[src/rtl/proc_run_ctrl_pkg.sv]
// Shared types and default parameter values for the processor run controller.
// The state encoding is fixed at 3 bits so it stays stable across builds and
// can be probed directly in waveforms or by external debug logic.
package proc_run_ctrl_pkg;

    // Default parameter values used by proc_run_ctrl.
    localparam int DEF_NUM_CORES  = 1;
    localparam int DEF_RST_CYCLES = 2;
    localparam int DEF_MAX_CYCLES = 26;
    localparam int DEF_CNT_W      = 16;

    // Run controller state encoding.
    typedef enum logic [2:0] {
        ST_IDLE    = 3'd0,
        ST_RESET   = 3'd1,
        ST_RUN     = 3'd2,
        ST_DONE    = 3'd3,
        ST_TIMEOUT = 3'd4
    } state_e;

    // A run is in progress while cores are being reset or are executing.
    function automatic logic is_active(input state_e s);
        return (s == ST_RESET) || (s == ST_RUN);
    endfunction

    // States in which a new run may be launched.
    function automatic logic is_launchable(input state_e s);
        return (s == ST_IDLE) || (s == ST_DONE) || (s == ST_TIMEOUT);
    endfunction

endpackage

[src/rtl/proc_run_ctrl_halt_capture.sv]
// Per-core halt capture: remembers whether the core has halted during the
// current run and the 1-based RUN cycle of its first halt. Later halts are
// ignored until the next run clears the record.
module proc_run_ctrl_halt_capture #(
    parameter int CNT_W = 16
) (
    input  logic             clk,
    input  logic             rst,       // synchronous, active-high
    input  logic             clr,       // new run accepted: forget previous halt
    input  logic             en,        // core enabled and controller in RUN
    input  logic             halt,      // core halt level
    input  logic [CNT_W-1:0] cnt_next,  // RUN cycle number being executed
    output logic             halted,
    output logic [CNT_W-1:0] cap
);

    logic             halted_q;
    logic [CNT_W-1:0] cap_q;

    // First-halt capture register; only the first halt of a run is recorded.
    always_ff @(posedge clk) begin
        if (rst || clr) begin
            halted_q <= 1'b0;
            cap_q    <= '0;
        end else if (en && halt && !halted_q) begin
            halted_q <= 1'b1;
            cap_q    <= cnt_next;
        end
    end

    assign halted = halted_q;
    assign cap    = cap_q;

endmodule

[src/rtl/proc_run_ctrl.sv]
// Run controller for one or more processor cores. Holds the cores in reset
// for RST_CYCLES after a start, then releases the enabled cores, counts RUN
// cycles and records each core's first halt. A run finishes in DONE when
// every enabled core has halted, or in TIMEOUT when MAX_CYCLES RUN cycles
// pass without that. Every output is registered; core_rst changes on the
// same edge as the state transition that calls for it.
module proc_run_ctrl
    import proc_run_ctrl_pkg::*;
#(
    parameter int NUM_CORES  = DEF_NUM_CORES,
    parameter int RST_CYCLES = DEF_RST_CYCLES,
    parameter int MAX_CYCLES = DEF_MAX_CYCLES,
    parameter int CNT_W      = DEF_CNT_W
) (
    input  logic                       clk,
    input  logic                       rst,
    input  logic                       start,
    input  logic                       abort,
    input  logic [NUM_CORES-1:0]       core_mask,
    input  logic [NUM_CORES-1:0]       core_halt,
    output logic [NUM_CORES-1:0]       core_rst,
    output logic                       busy,
    output logic                       done,
    output logic                       timeout,
    output logic [CNT_W-1:0]           cycle_cnt,
    output logic [NUM_CORES*CNT_W-1:0] halt_cycle
);

    // Reset-phase counter only has to reach RST_CYCLES-1.
    localparam int                RC_W      = (RST_CYCLES > 1) ? $clog2(RST_CYCLES) : 1;
    localparam logic [RC_W-1:0]   RST_LAST  = RC_W'(RST_CYCLES - 1);
    localparam logic [CNT_W-1:0]  CNT_LIMIT = CNT_W'(MAX_CYCLES);

    state_e                 state_q, state_d;
    logic [NUM_CORES-1:0]   mask_q, mask_d;
    logic [RC_W-1:0]        rst_cnt_q, rst_cnt_d;
    logic [CNT_W-1:0]       cycle_cnt_q, cycle_cnt_d;
    logic                   done_q, done_d;
    logic                   timeout_q, timeout_d;
    logic [NUM_CORES-1:0]   core_rst_q, core_rst_d;
    logic                   busy_q, busy_d;

    logic                   start_ok;   // start accepted this cycle
    logic                   run_live;   // RUN cycle that is not being aborted
    logic [CNT_W-1:0]       cnt_inc;    // number of the RUN cycle now executing
    logic [NUM_CORES-1:0]   halted;     // cores already captured this run
    logic [NUM_CORES-1:0]   new_cap;    // cores captured on this edge
    logic [NUM_CORES-1:0]   cap_en;

    assign cnt_inc  = cycle_cnt_q + CNT_W'(1);
    // An aborted RUN cycle is not counted and captures nothing, so the
    // counters keep the values they held before the abort.
    assign run_live = (state_q == ST_RUN) && !abort;
    assign cap_en   = mask_q & {NUM_CORES{run_live}};
    assign new_cap  = cap_en & core_halt & ~halted;

    // Next-state, counter and registered-output computation.
    always_comb begin
        // NOTE: every signal assigned here receives a default first, so no
        // path through the case statement can leave one unassigned and infer a latch.
        state_d     = state_q;
        mask_d      = mask_q;
        rst_cnt_d   = rst_cnt_q;
        cycle_cnt_d = cycle_cnt_q;
        done_d      = done_q;
        timeout_d   = timeout_q;
        start_ok    = 1'b0;

        case (state_q)
            ST_IDLE, ST_DONE, ST_TIMEOUT: begin
                // A start with no enabled core is not a run; stay put.
                if (start && (core_mask != '0)) begin
                    start_ok    = 1'b1;
                    state_d     = ST_RESET;
                    mask_d      = core_mask;
                    rst_cnt_d   = '0;
                    cycle_cnt_d = '0;
                    done_d      = 1'b0;
                    timeout_d   = 1'b0;
                end
            end

            ST_RESET: begin
                if (abort) begin
                    state_d   = ST_IDLE;
                    done_d    = 1'b0;
                    timeout_d = 1'b0;
                end else if (rst_cnt_q == RST_LAST) begin
                    state_d = ST_RUN;
                end else begin
                    rst_cnt_d = rst_cnt_q + RC_W'(1);
                end
            end

            ST_RUN: begin
                if (abort) begin
                    state_d   = ST_IDLE;
                    done_d    = 1'b0;
                    timeout_d = 1'b0;
                end else begin
                    cycle_cnt_d = cnt_inc;
                    // Full halt takes precedence over reaching the limit.
                    if ((halted | new_cap) == mask_q) begin
                        state_d = ST_DONE;
                        done_d  = 1'b1;
                    end else if (cnt_inc == CNT_LIMIT) begin
                        state_d   = ST_TIMEOUT;
                        timeout_d = 1'b1;
                    end
                end
            end

            default: begin
                state_d = ST_IDLE;
            end
        endcase

        // Outputs follow the state being entered so they switch on the
        // transition edge; disabled cores stay in reset throughout RUN.
        core_rst_d = (state_d == ST_RUN) ? ~mask_q : '1;
        busy_d     = is_active(state_d);
    end

    // State, counters and registered outputs; rst overrides every input.
    always_ff @(posedge clk) begin
        // NOTE: sequential state uses non-blocking assignments so every
        // register samples values from before the edge, independent of order.
        if (rst) begin
            state_q     <= ST_IDLE;
            mask_q      <= '0;
            rst_cnt_q   <= '0;
            cycle_cnt_q <= '0;
            done_q      <= 1'b0;
            timeout_q   <= 1'b0;
            core_rst_q  <= '1;
            busy_q      <= 1'b0;
        end else begin
            state_q     <= state_d;
            mask_q      <= mask_d;
            rst_cnt_q   <= rst_cnt_d;
            cycle_cnt_q <= cycle_cnt_d;
            done_q      <= done_d;
            timeout_q   <= timeout_d;
            core_rst_q  <= core_rst_d;
            busy_q      <= busy_d;
        end
    end

    // One first-halt recorder per core.
    for (genvar gi = 0; gi < NUM_CORES; gi++) begin : g_core
        proc_run_ctrl_halt_capture #(
            .CNT_W (CNT_W)
        ) u_halt_capture (
            .clk      (clk),
            .rst      (rst),
            .clr      (start_ok),
            .en       (cap_en[gi]),
            .halt     (core_halt[gi]),
            .cnt_next (cnt_inc),
            .halted   (halted[gi]),
            .cap      (halt_cycle[gi*CNT_W +: CNT_W])
        );
    end

    assign core_rst  = core_rst_q;
    assign busy      = busy_q;
    assign done      = done_q;
    assign timeout   = timeout_q;
    assign cycle_cnt = cycle_cnt_q;

endmodule

[config.mk]
export PLATFORM = sky130hd
export DESIGN_NAME = proc_run_ctrl
export DESIGN_NICKNAME = d
export VERILOG_FILES = /design/src/rtl/proc_run_ctrl_pkg.sv /design/src/rtl/proc_run_ctrl_halt_capture.sv /design/src/rtl/proc_run_ctrl.sv
export SDC_FILE = /design/constraint.sdc
export NUM_CORES = 1
export LEC_CHECK = 0
export CAP_MARGIN = 10
export CORE_ASPECT_RATIO = 0.8
export CORE_MARGIN = 2
export CORE_UTILIZATION = 30
export DETAILED_ROUTE_END_ITERATION = 8
export GPL_TIMING_DRIVEN = 1
export HOLD_SLACK_MARGIN = 0.02
export PLACE_DENSITY_LB_ADDON = 0.12
export SLEW_MARGIN = 20
export SYNTH_ARGS = -nofsm -noshare
export SYNTH_HDL_FRONTEND = slang
export SYNTH_SLANG_ARGS = --single-unit
[constraint.sdc]
create_clock -name clk -period 1.95 [get_ports clk]
set_clock_uncertainty 0.15 [all_clocks]
set_input_delay 0.585 -clock clk [delete_from_list [all_inputs] [get_ports clk]]
set_output_delay 0.585 -clock clk [all_outputs]
set_load 0.05 [all_outputs]
### After elaboration in Yosys (flattened, before gate mapping)

Cells that the tools add are included.

* output and inout port bits: 36
* logic and storage cells: 77
* flip-flop bits (word level): 42
* input bits: 6

* bitwise logic cells: 7
* equal/unequal tests: 15
* reduce and logical (&&, ||, !) cells: 19
* multiplexer cells: 24
* add/subtract/negate cells: 2

Operator list (number)
* 2-to-1 mux 16 bit: 2
* case mux 16 bit (2 select lines): 1
* 2-to-1 mux 3 bit: 6
* adder 16 x 1 -> 16 bit (second input constant): 1
* equality test 16 x 5 -> 1 bit (second input constant): 1
* 2-to-1 mux 1 bit: 11
* equality test 3 x 2 -> 1 bit (second input constant): 3
* case mux 3 bit (3 select lines): 1
* != test 2 bit (second input constant): 4
* equality test 3 x 1 -> 1 bit (second input constant): 2
* != test 3 x 2 -> 1 bit (second input constant): 2
* case mux 1 bit (3 select lines): 2
* AND reduction 3 bit: 2
* AND reduction 5 bit: 1
* logical AND 1 bit: 4
* AND reduction 4 bit: 1
* nonzero test 2 bit: 2
* bitwise AND 1 bit: 3
* equality test 3 bit (second input constant): 1
* zero test 3 bit: 1
* != test 3 bit (second input constant): 1
* inverter 1 bit: 3
* nonzero test 3 bit: 1
* OR reduction 3 bit: 1
* 8 further kinds: 10

### Logic depth before layout (Yosys ltp)

Gate-level depths: netlist (run 1).

* depth in word-level cells: 13
* mapped depth: 8
* mapped depth without buffers: 7

### By module

A second synthesis (run 1) with hierarchy kept.

* cell total of the unflattened synthesis: 324
* area, all modules: 2718.9 um^2

By module, submodules not included
* proc_run_ctrl: cells each 246, times used 1, area each 1831.8 um^2, sequential area each 500.5 um^2
* proc_run_ctrl_halt_capture: cells each 78, times used 1, area each 887.1 um^2, sequential area each 340.3 um^2

### Least setup slack after synthesis (run 1)

OpenSTA, ideal clock, no wires.

* path type: flip-flop to flip-flop
* from: register cycle_cnt_q[0], in the netlist cycle_cnt[0]
* to: register busy_q, in the netlist busy
* data arrival time: 2.287 ns
* setup time: 0.117 ns
* period minus slack after synthesis: 2.554 ns
* data required time: 1.683 ns
* cell stages (with the launch flop): 9
* path slack: -0.604 ns
* path buffers: 1
* cell sequence: dfxtp_1 > ha_1 > buf_2 > nand3_4 > nor2_1 > xnor2_1 > nor4b_1 > nand4_2 > a32o_1

* word-level cells in the longest chain between the ends: 8
* elaborated cells on any way between the ends: 9
* classes of those cells: add/sub: 1; eq/ne: 3; mux: 4; reduce/logical: 1

Ends and longest elaborated chain
* start: declaration: RTL line proc_run_ctrl.sv:37 `logic [CNT_W-1:0] cycle_cnt_q, cycle_cnt_d;`
* start signal: assignment: RTL line proc_run_ctrl.sv:141 `cycle_cnt_q <= cycle_cnt_d;`
* adder 16 x 1 -> 16 bit (*): RTL line proc_run_ctrl.sv:50 `assign cnt_inc = cycle_cnt_q + CNT_W'(1);`
* equality test 16 x 5 -> 1 bit (*): RTL line proc_run_ctrl.sv:106 `end else if (cnt_inc == CNT_LIMIT) begin`
* 2-to-1 mux 3 bit (*): RTL line proc_run_ctrl.sv:106
* 2-to-1 mux 3 bit (*): RTL line proc_run_ctrl.sv:103 `if ((halted | new_cap) == mask_q) begin`
* 2-to-1 mux 3 bit (*): RTL line proc_run_ctrl.sv:96 `if (abort) begin`
* case mux 3 bit (3 select lines) (*): RTL line proc_run_ctrl.sv:69 `case (state_q)`
* equality test 3 x 1 -> 1 bit / equality test 3 x 2 -> 1 bit (equally long branches): RTL line proc_run_ctrl_pkg.sv:23 `return (s == ST_RESET) || (s == ST_RUN);`
* logical OR 1 bit (*): RTL line proc_run_ctrl_pkg.sv:23
* end signal: assignment: RTL line proc_run_ctrl.sv:145 `busy_q <= busy_d;`
* end: declaration: RTL line proc_run_ctrl.sv:41 `logic busy_q, busy_d;`

Mark *: on every way between the ends. The rest lies on a longest branch, timed or not.
A chain may end at the register's enable or synchronous reset.

### Worst setup path after layout (run 1)

* from: register cycle_cnt_q[1], in the netlist cycle_cnt[1]
* to: register busy_q, in the netlist busy

The elaborated chain is that of the path after synthesis.

==> flow_summary.json, run 1 <==
{
  "clk_latency_ns": 0.30,
  "synth_top_area_frac": 0.364,
  "cts_hold_buf": 0,
  "clockBufferDepth": 2,
  "worstPathBufferInverterCount": 1,
  "wl_um": 6360,
  "ys_ff_latch": 42,
  "status": "finished, final reports clean",
  "yosysMostFrequentCell": "nor2_1",
  "seq_area_frac_synth": 0.364,
  "critical_path_required_ns": 1.99,
  "synth_edf_count": 0,
  "synth_top_family_by_area": "simple AND/OR/NAND/NOR gates",
  "rows": 28,
  "crit_family": "simple AND/OR/NAND/NOR gates",
  "synth_top_flop_cell": "dfxtp_1",
  "min_period_ns": 1.92,
  "layout-area-overhead-vs-synth_pct": 67.1,
  "leakage_nw": 1.49,
  "grt_usage": 0.160,
  "routedWlPerCell_um": 13.4,
  "drcViolationCount": 0,
  "max_stage_delay_ns": 0.37,
  "fin_nets": 376,
  "netlist_instances": 283,
  "h-tree-depth": 2,
  "cts_buffers": 5,
  "detail-route-antenna-nets": 0,
  "fp.dieH_um": 82.5,
  "synth_largest_area_cell": "dfxtp_1",
  "synth_commonest_cells": "nor2_1 (53), dfxtp_1 (42), a21oi_1 (24)",
  "core_area_sq_um": 7430,
  "grt_pass1_wl_um": 10500,
  "placed_area_sq_um": 3600,
  "cts.clk_slew.worst_paths_ns": 0.09,
  "endpoint_kind": "flip-flop",
  "overflow": 0,
  "fin_util": 0.519,
  "maxCapViolations": 0,
  "grt_max_degree": 24,
  "dpl_worst_slack_ns": -0.576,
  "arrival_ns": 1.95,
  "layoutNonFillerInstCount": 474,
  "synth.area.top_cells": "dfxtp_1 (36%), nor2_1 (8.6%), a21oi_1 (5.2%)",
  "layout-drive-gt1-share": 0.404,
  "synth_xor_area_frac": 0.0645,
  "cp-start-kind": "flip-flop",
  "num_io_pins": 42,
  "root_buffer": "clkbuf_8",
  "critPathMaxFanout": 5,
  "gp_congestion": 0.855,
  "hpwl_um": 4710,
  "start_util": 0.311,
  "path_class": "flip-flop to flip-flop",
  "synth-async-reset-ratio": 0,
  "whs_ns": 0.372,
  "rsz0062_at_grt": "yes",
  "synth-compound-area-share": 0.183,
  "crit_chain": "ha_4 -> buf_6 -> nor3b_2 -> a31oi_2 -> nor4b_4 -> nand4_4 -> a32o_1",
  "finalSetupViolations": 0,
  "n_antenna_cell": 0,
  "cts.sinks": 42,
  "final_critical_path_setup_slack_ns": 0.0347,
  "antenna_found_initial": 0,
  "synth_simple_gate_area_frac": 0.285,
  "grt_pass1_vias": 2106,
  "drt_iter0_drc": 114,
  "maxSlewHeadroom": 0.707,
  "fillCellCount": 710,
  "powerDensity_nw_per_um2": 437,
  "tritoncts": "built",
  "synth_nets": 291,
  "dp.cells": 462,
  "worst_pin_slew_ns": 0.436,
  "final_area_sq_um": 3860,
  "hold_viol_final": 0,
  "synth_mux_area_frac": 0.0304,
  "port_buffers": 41,
  "yosys.area_share.adder": 0.0108,
  "die_w_um": 102,
  "routed-via-count": 2255,
  "die_area_sq_um": 8420,
  "crit_slowest_cell": "dfxtp_4",
  "syn_area_per_cell_sq_um": 8.16,
  "first_pass_iters": 4,
  "vias_per_cell": 4.76,
  "synth_area_sq_um": 2310,
  "peakVddDrop_mv": 0.310,
  "period_share": 0.982,
  "yosysUniqueCellTypes": 48,
  "slew_viol_final": 0,
  "fmax_ghz": 0.522,
  "yosys_warnings": 0,
  "hp-class": "flip-flop to flip-flop"
}
## metal layers
layer	wire [um]	share of wire	vias to the layer above	GRT usage
met1	3330	0.52	1036	0.241
met4	31	0.0049	0	0.0320
li1	-	-	1170	-
met5	0	0	-	0
met3	290	0.046	2	0.0345
met2	2710	0.43	47	0.234
## per-stage QoR
step                      total power, W  TNS (ns)
after global routing             0.00175   -0.0331
after CTS                        0.00170         0
after global placement           0.00101    -17.93
after floorplan                 0.000939   -0.0619
final                            0.00168         0
after detailed placement         0.00100    -18.84
## final timing paths
path | from | end | slack, ns | cells past startpoint
max reg2reg | cycle_cnt[1] | busy | 0.03 | 7
min | timeout | timeout | 0.37 | 2
min reg2reg | timeout | timeout | 0.37 | 2
max | cycle_cnt[1] | busy | 0.03 | 7
## cell type report
cell class                 instances  area, sq um  share of cell area
clock inverter                     2         37.5             0.00973
multi-input combinational        215         1480               0.384
sequential                        42          878               0.228
tap                              105          131              0.0341
clock buffer                       6         72.6              0.0188
inverter                           4         15.0             0.00389
timing repair buffer             100         1240               0.321
## worst reg2reg max path, cell delays in order (launching register included)
cell	delay (ns)
dfxtp_4	0.37
ha_4	0.17
buf_6	0.13
nor3b_2	0.19
a31oi_2	0.09
nor4b_4	0.32
nand4_4	0.15
a32o_1	0.24
## kinds of logic after synthesis
kind of cell	Yosys count
AND/OR/NAND/NOR	120
AO/OA/AOI/OAI	68
flip-flops	42
buffers and inverters	27
XOR/XNOR	17
multiplexers	7
adder cells (fa/ha/maj)	2
## repair_timing
item                                    CTS  global route
resized for setup                         6            24
endpoints found under the setup margin   38            30
buffers inserted                          1             2
gates cloned                              1             0
pin swaps                                 6             7
## layout by cell type (no fill, tap or decap), types with 8 or more instances in the layout
cell | Yosys | layout
nor2_1 | 53 | 50
buf_4 | 3 | 55
nand2_1 | 18 | 15
dfxtp_1 | 42 | 28
a21oi_1 | 24 | 23
o21ai_0 | 12 | 9
xnor2_1 | 11 | 9
a211oi_1 | 12 | 12
buf_12 | 0 | 38
dfxtp_4 | 0 | 8
## state kept, by name, summed over array words and instances (netlist names)
signal and count:
g_core.u_halt_capture.halted 1, done 1, state_q 3, core_rst 1, mask_q 1, rst_cnt_q 1, cycle_cnt 16, g_core.u_halt_capture.cap 16
busy 1, timeout 1
## power by group
group | total, W | internal (W) | leakage (nW) | switching, W
Sequential | 0.000860 | 0.000852 | 0.349 | 0.00000793
Combinational | 0.000127 | 0.0000599 | 1.09 | 0.0000675
Clock | 0.000698 | 0.000382 | 0.0514 | 0.000315
Total | 0.00168 | 0.00129 | 1.49 | 0.000391
(Power assumes the default switching activity.)
==> run 2, diff against run 1 <==
--- a/config.mk
+++ b/config.mk
@@ -9,10 +9,11 @@
 export CORE_ASPECT_RATIO = 0.8
 export CORE_MARGIN = 2
 export CORE_UTILIZATION = 30
+export CTS_BUF_LIST = sky130_fd_sc_hd__clkbuf_16
 export DETAILED_ROUTE_END_ITERATION = 8
 export GPL_TIMING_DRIVEN = 1
 export HOLD_SLACK_MARGIN = 0.02
-export PLACE_DENSITY_LB_ADDON = 0.12
+export PLACE_DENSITY = 0.61
 export SLEW_MARGIN = 20
 export SYNTH_ARGS = -nofsm -noshare
 export SYNTH_HDL_FRONTEND = slang
==> run 2 against run 1 <==
Net effect:
- the run now ends with setup timing left
- die area unchanged
- sequential share of layout area fell by 0.64 points
- total power grew 16%
- global-route usage up 0.37 points
- critical path depth up 1
- first-iteration DRC count rose by 66%
- critical path type unchanged
- largest power group is now the clock network
==> flow_summary.json, run 2 (synthesis results as in run 1) <==
{
  "status": "finished with violations",
  "violations": "setup timing",
  "gp_congestion": 0.884,
  "grt_usage": 0.164,
  "drcViolationCount": 0,
  "num_io_pins": 42,
  "routed-via-count": 2378,
  "cp-start-kind": "flip-flop",
  "clk_latency_ns": 0.28,
  "hpwl_um": 4830,
  "multi_input_area_sq_um": 1440,
  "leakage_nw": 1.56,
  "wl_um": 7030,
  "period_share": 1.02,
  "maxSlewHeadroom": 0.724,
  "layout_common_cells": "buf_4 (58), nor2_1 (50), buf_12 (38)",
  "ff2ff_path_depth": 8,
  "vias_per_cell": 4.95,
  "endpoint_kind": "flip-flop",
  "hp-class": "flip-flop to flip-flop",
  "overflow": 0,
  "n_antenna_cell": 0,
  "slew_viol_final": 0,
  "p_total_w": 0.00196,
  "arrival_ns": 2.02,
  "whs_endpoint": "cycle_cnt[10]",
  "worst_pin_slew_ns": 0.409,
  "min_period_ns": 1.99,
  "fp.dieH_um": 82.5,
  "rsz0062_at_grt": "yes",
  "cts.sinks": 42,
  "hold_start": "cycle_cnt[10]",
  "die_w_um": 102,
  "final_critical_path_setup_slack_ns": -0.0412,
  "powerDensity_nw_per_um2": 494,
  "fin_nets": 382,
  "cts_hold_buf": 0,
  "area.sequential_sq_um": 878,
  "peakVddDrop_mv": 0.346,
  "detail-route-antenna-nets": 0,
  "routedWlPerCell_um": 14.6,
  "finalSetupViolations": 2,
  "layout-area-overhead-vs-synth_pct": 71.9,
  "fmax_ghz": 0.502,
  "core_area_sq_um": 7430,
  "rrSetupSlack_ns": -0.04,
  "antenna_found_initial": 0,
  "fillCellCount": 668,
  "path_class": "flip-flop to flip-flop",
  "start_util": 0.311,
  "min_path_cells": 2,
  "root_buffer": "clkbuf_16",
  "grt_pass1_wl_um": 10600,
  "die_area_sq_um": 8420,
  "maxCapViolations": 0,
  "hold_viol_final": 0,
  "critPathMaxFanout": 7,
  "grt_max_degree": 26,
  "whs_ns": 0.364,
  "cts.clk_slew.worst_paths_ns": 0.06,
  "final_common_cell": "buf_4",
  "tritoncts": "built",
  "h-tree-depth": 2,
  "first_pass_iters": 4,
  "cts_buffers": 5,
  "rows": 28,
  "layout-drive-gt1-share": 0.413,
  "port_buffers": 41,
  "grt_pass1_vias": 2141,
  "drt_iter0_drc": 189,
  "fin_util": 0.534,
  "critical_path_required_ns": 1.98,
  "timing.rr.start": "cycle_cnt[0]",
  "clockBufferDepth": 2,
  "r2r-end": "busy"
}
run 2: cell types whose count changed in the layout (fill, tap and decap cells not counted), moves of 3 or more:
cell / previous run / this run
dlymetal6s2s_1: 0 / 3
dfxtp_2: 6 / 9
o21ai_0: 9 / 12
clkbuf_8: 5 / 0
clkbuf_16: 0 / 7
buf_4: 55 / 58
run 2: per-layer routing:
layer	routed length [um]	vias up	global-route usage
met4	135	0	0.0560
met3	504	13	0.0379
li1	-	1174	-
met2	3080	104	0.239
met1	3310	1087	0.237
met5	0	-	0
run 2: how the worst max path moves through the flow:
stage,startpoint,endpoint,slack (ns),cells past startpoint
floorplan,cycle_cnt[0],busy,-0.06,8
global placement,abort,state_q[2],-0.55,7
detailed placement,abort,state_q[2],-0.61,7
CTS,cycle_cnt[0],busy,0.005,8
global route,cycle_cnt[0],busy,-0.13,8
finish,cycle_cnt[0],busy,-0.04,8
run 2: layout make-up:
cell class / instances / area share
multi-input combinational: 215 / 0.362
inverter: 4 / 0.00378
clock buffer: 5 / 0.0315
timing repair buffer: 106 / 0.337
clock inverter: 3 / 0.0110
tap: 105 / 0.0331
sequential: 42 / 0.221
run 2: report_power, final:
part / switching [W] / total (W) / internal (W)
logic: 0.0000688 / 0.000132 / 0.0000636
registers: 0.00000823 / 0.000863 / 0.000854
clock network: 0.000359 / 0.000965 / 0.000607
total: 0.000436 / 0.00196 / 0.00152
run 2: worst max-delay path: stages, from the launching register on:
cell and delay (ns):
dfxtp_4 0.38, ha_4 0.14, nand3_4 0.14, buf_6 0.16, nor4_4 0.20, mux2i_1 0.12, o21ai_1 0.13, nand4_2 0.20
a32o_1 0.26
run 2: metrics by stage:
| stage | area [sq um] | cells | TNS (ns) | setup WS, ns |
|---|---|---|---|---|
| final | 3970 | 480 | -0.0582 | -0.0412 |
| after global routing | 3970 | 480 | -0.431 | -0.125 |
| after CTS | 3820 | 475 | 0 | 0.00468 |
| after detailed placement | 3610 | 463 | -19.29 | -0.612 |
| after global placement | 3610 | 463 | -18.04 | -0.546 |
| after floorplan | 2410 | 283 | -0.0619 | -0.0619 |
run 2: timing repair:
action / 4_1_cts / 5_1_grt
pin swaps: 3 / 6
setup endpoints to repair: 38 / 28
hold endpoints to repair: 0 / 0
resized for setup: 6 / 18
cloned: 0 / 3
buffers inserted: 4 / 3
